<file path="config.mk">
export PLATFORM = sky130hd
export DESIGN_NAME = exec_stage
export DESIGN_NICKNAME = d
export VERILOG_FILES = /design/src/rtl/exec_stage.sv
export SDC_FILE = /design/constraint.sdc
export NUM_CORES = 1
export LEC_CHECK = 0
export CAP_MARGIN = 20
export CORE_AREA = 4 4 253 255
export CTS_BUF_LIST = sky130_fd_sc_hd__clkbuf_4
export CTS_CLUSTER_SIZE = 16
export DETAILED_ROUTE_END_ITERATION = 7
export DIE_AREA = 0 0 257 259
export HOLD_SLACK_MARGIN = 0.06
export PLACE_DENSITY = 0.52
export REMOVE_ABC_BUFFERS = 1
export SETUP_SLACK_MARGIN = 0.05
export SYNTH_ARGS = -nofsm -noshare
export SYNTH_HDL_FRONTEND = slang
export SYNTH_SLANG_ARGS = --single-unit
</file>
<file path="constraint.sdc">
create_clock -name clk -period 4.7 [get_ports clk]
set_input_delay 0.47 -clock clk [delete_from_list [all_inputs] [get_ports clk]]
set_output_delay 0.47 -clock clk [all_outputs]
set_load 0.05 [all_outputs]
</file>
<file path="src/rtl/exec_stage.sv">
// -----------------------------------------------------------------------------
// exec_stage
// Execute stage of the 32-bit ARM pipeline. It forms the second ALU operand
// (memory offset, rotated immediate or shifted register), runs the ALU, owns the
// {N,Z,C,V} status register and resolves branch targets. Results go into the
// EXE/MEM pipeline register on every rising clock edge.
//
// Ports
//   clk, rst                    clock, asynchronous active-low reset
//   wbEnIn/memrEnIn/memwEnIn    control bits from decode
//   sIn, bIn                    update-status request, branch instruction
//   exeCmdIn[3:0]               ALU command
//   pcIn[31:0]                  PC+4 of the instruction
//   rnValIn, rmValIn[31:0]      register operands
//   immIn, shOprIn[11:0]        immediate select, shifter operand
//   signedImm24In[23:0]         branch offset in words
//   destIn[3:0]                 writeback register index
//   branchTaken, branchAddress  combinational branch resolution to fetch
//   srOut[3:0]                  registered status {N,Z,C,V} back to decode
//   wbEnOut/memrEnOut/memwEnOut registered controls
//   aluResOut, storeValOut      registered ALU result / store data
//   destOut[3:0]                registered destination index
// -----------------------------------------------------------------------------
module exec_stage (
    input  logic        clk,
    input  logic        rst,
    input  logic        wbEnIn,
    input  logic        memrEnIn,
    input  logic        memwEnIn,
    input  logic        sIn,
    input  logic        bIn,
    input  logic [3:0]  exeCmdIn,
    input  logic [31:0] pcIn,
    input  logic [31:0] rnValIn,
    input  logic [31:0] rmValIn,
    input  logic        immIn,
    input  logic [11:0] shOprIn,
    input  logic [23:0] signedImm24In,
    input  logic [3:0]  destIn,
    output logic        branchTaken,
    output logic [31:0] branchAddress,
    output logic [3:0]  srOut,
    output logic        wbEnOut,
    output logic        memrEnOut,
    output logic        memwEnOut,
    output logic [31:0] aluResOut,
    output logic [31:0] storeValOut,
    output logic [3:0]  destOut
);

    // Rotate right; a zero amount leaves x unchanged because x << 32 is 0.
    function automatic logic [31:0] ror32(input logic [31:0] x, input logic [4:0] a);
        ror32 = (x >> a) | (x << (6'd32 - {1'b0, a}));
    endfunction

    logic [31:0] val2;
    logic [31:0] alu_res;
    logic [3:0]  flags_next;
    logic [32:0] sum;
    logic        carry_in;

    // ---------------- second operand ----------------
    always_comb begin
        val2 = rmValIn;
        if (memrEnIn || memwEnIn) begin
            // Load/store offset is the raw 12-bit field, never rotated.
            val2 = {20'b0, shOprIn};
        end else if (immIn) begin
            val2 = ror32({24'b0, shOprIn[7:0]}, {shOprIn[11:8], 1'b0});
        end else begin
            case (shOprIn[6:5])
                2'b00:   val2 = rmValIn << shOprIn[11:7];
                2'b01:   val2 = rmValIn >> shOprIn[11:7];
                2'b10:   val2 = $unsigned($signed(rmValIn) >>> shOprIn[11:7]);
                default: val2 = ror32(rmValIn, shOprIn[11:7]);
            endcase
        end
    end

    // ---------------- ALU and flags ----------------
    assign carry_in = srOut[1];

    always_comb begin
        sum        = 33'b0;
        alu_res    = 32'b0;
        flags_next = 4'b0000;
        case (exeCmdIn)
            4'b0010, 4'b0011: begin
                sum     = {1'b0, rnValIn} + {1'b0, val2}
                          + {32'b0, (exeCmdIn == 4'b0011) & carry_in};
                alu_res = sum[31:0];
                flags_next[1] = sum[32];
                flags_next[0] = (rnValIn[31] == val2[31]) && (alu_res[31] != rnValIn[31]);
            end
            4'b0100, 4'b0101: begin
                // rn - val2 - borrow_in done as rn + ~val2 + carry_in, so the
                // carry out is directly NOT borrow.
                sum     = {1'b0, rnValIn} + {1'b0, ~val2}
                          + {32'b0, (exeCmdIn == 4'b0100) | carry_in};
                alu_res = sum[31:0];
                flags_next[1] = sum[32];
                flags_next[0] = (rnValIn[31] != val2[31]) && (alu_res[31] != rnValIn[31]);
            end
            4'b0001: alu_res = val2;
            4'b1001: alu_res = ~val2;
            4'b0110: alu_res = rnValIn & val2;
            4'b0111: alu_res = rnValIn | val2;
            4'b1000: alu_res = rnValIn ^ val2;
            default: alu_res = 32'b0;
        endcase
        flags_next[3] = alu_res[31];
        flags_next[2] = (alu_res == 32'b0);
    end

    // ---------------- branch resolution ----------------
    assign branchTaken   = bIn;
    assign branchAddress = pcIn + {{6{signedImm24In[23]}}, signedImm24In, 2'b00};

    // ---------------- status and pipeline registers ----------------
    always_ff @(posedge clk or negedge rst) begin
        if (!rst) begin
            srOut       <= 4'b0000;
            wbEnOut     <= 1'b0;
            memrEnOut   <= 1'b0;
            memwEnOut   <= 1'b0;
            aluResOut   <= 32'b0;
            storeValOut <= 32'b0;
            destOut     <= 4'b0;
        end else begin
            // A branch that also requests S keeps the flags untouched.
            if (sIn && !bIn) begin
                srOut <= flags_next;
            end
            wbEnOut     <= wbEnIn;
            memrEnOut   <= memrEnIn;
            memwEnOut   <= memwEnIn;
            aluResOut   <= alu_res;
            storeValOut <= rmValIn;
            destOut     <= destIn;
        end
    end

endmodule

</file>
==> results by group <==
Power and ir drop
  • Leak: 13.7 nW
  • PwrDens: 192 nW/µm²
  • VDD IR max: 0.129 mV
  • Power Total: 5.91 mW

Global routing
  • Global-route wire length before repair: 168000 µm
  • Grt ovf: 0
  • Antenna violations before repair: 4
  • Gr usage total: 33.6%
  • Vias in the first global route: 24600
  • Largest net degree at the start of global routing: 41

Logic synthesis
  • Top cell type by total area after synthesis: dfrtp_1
  • Post-synthesis sequential area ratio: 10.6%
  • Async set-or-reset flop fraction in the synthesized netlist: 100%
  • Yosys warns: 0
  • Ys flop type: dfrtp_1
  • Post-synthesis instance total: 2313
  • Netlist cell types: 104
  • Largest cells by area after synthesis: dfrtp_1 11%, mux4_2 9.4%, ha_1 9.0%
  • Post-synth EDFFs: 0
  • Mapped Area: 17800 µm²
  • Register bit total from synthesis: 75
  • Post-synth top area share: 10.6%
  • Syn Area/Cell: 7.67 µm²

Critical path
  • R2R Setup Slk: -0.08 ns
  • CP required: 5.25 ns
  • Crit-path max FO: 10
  • Critical path buffers and inverters: 10
  • Crit path launch type: input port
  • Delay-heaviest family, CP: compound AO/OA/AOI/OAI gates
  • CP Capture Type: register
  • CP max-delay cell: or4_4
  • Worst Path Arrival: 6.41 ns
  • Crit-path most repeated cell: buf_4
  • WS Path Type: input port to register
  • Critical Path Source: shOprIn[8]
  • Critical R2R Capture: srOut[2]
  • Critical path's largest stage delay: 0.46 ns
  • R2R Path Start: srOut[1]
  • Worst reg2reg path depth: 19

Run status
  • Status: finished with violations
  • Failing checks: setup timing

STA
  • Final period util: 125%
  • Slew Limit Fails: 0
  • Setup TNS Final: -6.90 ns
  • Final Critical Period: 5.86 ns
  • FMAX: 171 MHz
  • Worst Tran Pin Value: 1.01 ns
  • Slew headroom: 32.8%
  • Fin. Hold Viols: 0
  • RSZ-0062 raised after global routing: true
  • Final worst slack: -1.16 ns
  • Clk_skew: 0.0381 ns
  • # setup viols final: 15

Clock network
  • CTS max path bufs: 2
  • Clock latency on the worst-skew pair: 0.62 ns
  • Clock root buffer: clkbuf_4
  • H-Tree Depth: 3
  • Clock transition at the registers of the reported paths: 0.16 ns
  • CTS tree: done
  • CTS sink count: 75
  • CTS Buf Count: 9

Place
  • Cell count after placement: 4134
  • Dpl ws: -2.49 ns
  • Routability congestion estimate: 1.06
  • PortBufs: 251
  • Final HPWL DP: 94900 µm

Cells and area
  • Most common cell after layout, fill and taps aside: buf_4
  • Seq. cell area: 1880 µm²
  • Nets: 3659
  • Most frequent cells in the layout: 921 x buf_4, 198 x clkdlybuf4s50_1, 196 x nand2_1
  • Multi-input combinational cell area: 16500 µm²
  • Area Overhead vs Synth: 73.3%
  • Fillers: 5934
  • Final cell count without fillers: 4222
  • Layout cells sized above 1: 43.5%

Detailed routing
  • Vias: 24500
  • Per-cell routed wire length: 27.7 µm
  • Vias per inst: 5.80
  • Antenna-violating nets left: 0
  • Post-Route WL: 117000 µm
  • DR iter-0 viols: 2336
  • DRT Pass-1 Iters: 8
  • Drt drc: 0

Floorplan
  • Initial Util: 28.8%
  • Die W: 257 µm
  • CORE AREA: 61600 µm²
  • Die ar.: 66600 µm²
  • I/O Pins: 256
  • Die H: 259 µm
  • Num rows: 91

Job
  • Max-cap violations: 0

Hold path
  • Worst hold path class: input port to register
  • Hold Crit Depth: 1
  • Critical hold path startpoint: rmValIn[6]
  • Hold worst-path end: storeValOut[6]
stage by stage:
step / hold WS, ns / util [%] / area, µm²
final: 0.167 / 50.0 / 30800
after CTS: 0.0934 / 48.5 / 29900
after floorplan: 0.174 / - / 16800
after detailed placement: 0.460 / 44.9 / 27700
after global routing: 0.153 / 49.9 / 30800
after global placement: 0.449 / 44.9 / 27700
registers in the layout, summed over array words and instances, names as in the netlist:
name / flops
storeValOut: 32
srOut: 4
aluResOut: 32
memwEnOut: 1
wbEnOut: 1
destOut: 4
memrEnOut: 1
power by group:
part	total [mW]	internal [mW]	leakage (nW)	switching (mW)
registers	0.732	0.711	0.905	0.0212
logic	4.62	2.05	12.7	2.57
clock network	0.552	0.223	0.0895	0.329
total	5.91	2.99	13.7	2.92
metal layers:
metal,track usage (%),part of all wire [%],up-vias
li1,-,-,10900
met3,5.05,6.8,365
met5,0,0.025,-
met4,19.4,7.2,4
met2,56.1,46,1261
met1,41.3,40,12000
how the worst max path moves through the flow:
stage | cells after the start | slack (ns) | end
after global placement | 27 | -2.48 | srOut[2]
after CTS | 26 | -1.09 | srOut[2]
after detailed placement | 25 | -2.49 | srOut[2]
final | 29 | -1.16 | srOut[2]
after floorplan | 21 | -2.61 | srOut[2]
after global routing | 29 | -1.29 | srOut[2]
synth_stat cells, types with 14 or more instances:
cell and instances:
a211oi_1 40, a21o_1 29, a21oi_1 161, a221oi_1 23, a22oi_1 19, a31oi_1 25, and2_1 20, and3_1 16
buf_1 16, buf_2 32, buf_4 14, buf_6 17, clkbuf_1 112, dfrtp_1 75, ha_1 128, inv_1 123
mux2_2 43, mux2i_1 126, mux4_2 74, nand2_1 203, nand2b_1 34, nand3_1 64, nor2_1 190, nor2b_1 24
nor3_1 58, nor3b_1 16, nor4_1 15, o2111ai_1 17, o211ai_1 27, o21ai_0 117, o21bai_1 17, o22ai_1 44
o31ai_1 32, or2_2 15, or3_1 14, xnor2_1 39
worst register-to-register path: cells and delay by family (launching register included):
kind                       cells  cell delay, ns
buffers and inverters          4            0.66
and+or+nand+nor                7            1.58
DFF                            1            0.42
AOI/OAI and AO/OA              6            1.27
adders and majority gates      2            0.81
cells by family after synthesis:
logic type,count (synthesis),share of synthesized area (%)
AND/OR/NAND/NOR,724,19.7
multiplexers,259,20.3
flip-flops,75,10.6
adder cells (fa/ha/maj),133,9.59
AO/OA/AOI/OAI,747,29.1
buffers and inverters,327,8.36
XOR/XNOR,48,2.37
final cells by class:
cell class | instances | share of cell area (%)
Timing Repair Buffer | 1248 | 34.6
Clock inverter | 7 | 0.342
Tap cell | 837 | 3.40
Clock buffer | 9 | 0.220
Multi-Input combinational cell | 1911 | 53.7
Inverter | 133 | 1.66
Antenna cell | 2 | 0.0163
Sequential cell | 75 | 6.10
timing repair:
item / 4_1_cts / 5_1_grt
pin swaps: 92 / 65
hold endpoints to repair: 35 / 3
endpoints found under the setup margin: 30 / 31
gates cloned: 3 / 1
hold buffers: 1 / 3
gates resized for setup: 350 / 154
buffers inserted: 48 / 21
No activity file was read; power rests on OpenSTA's default activity.
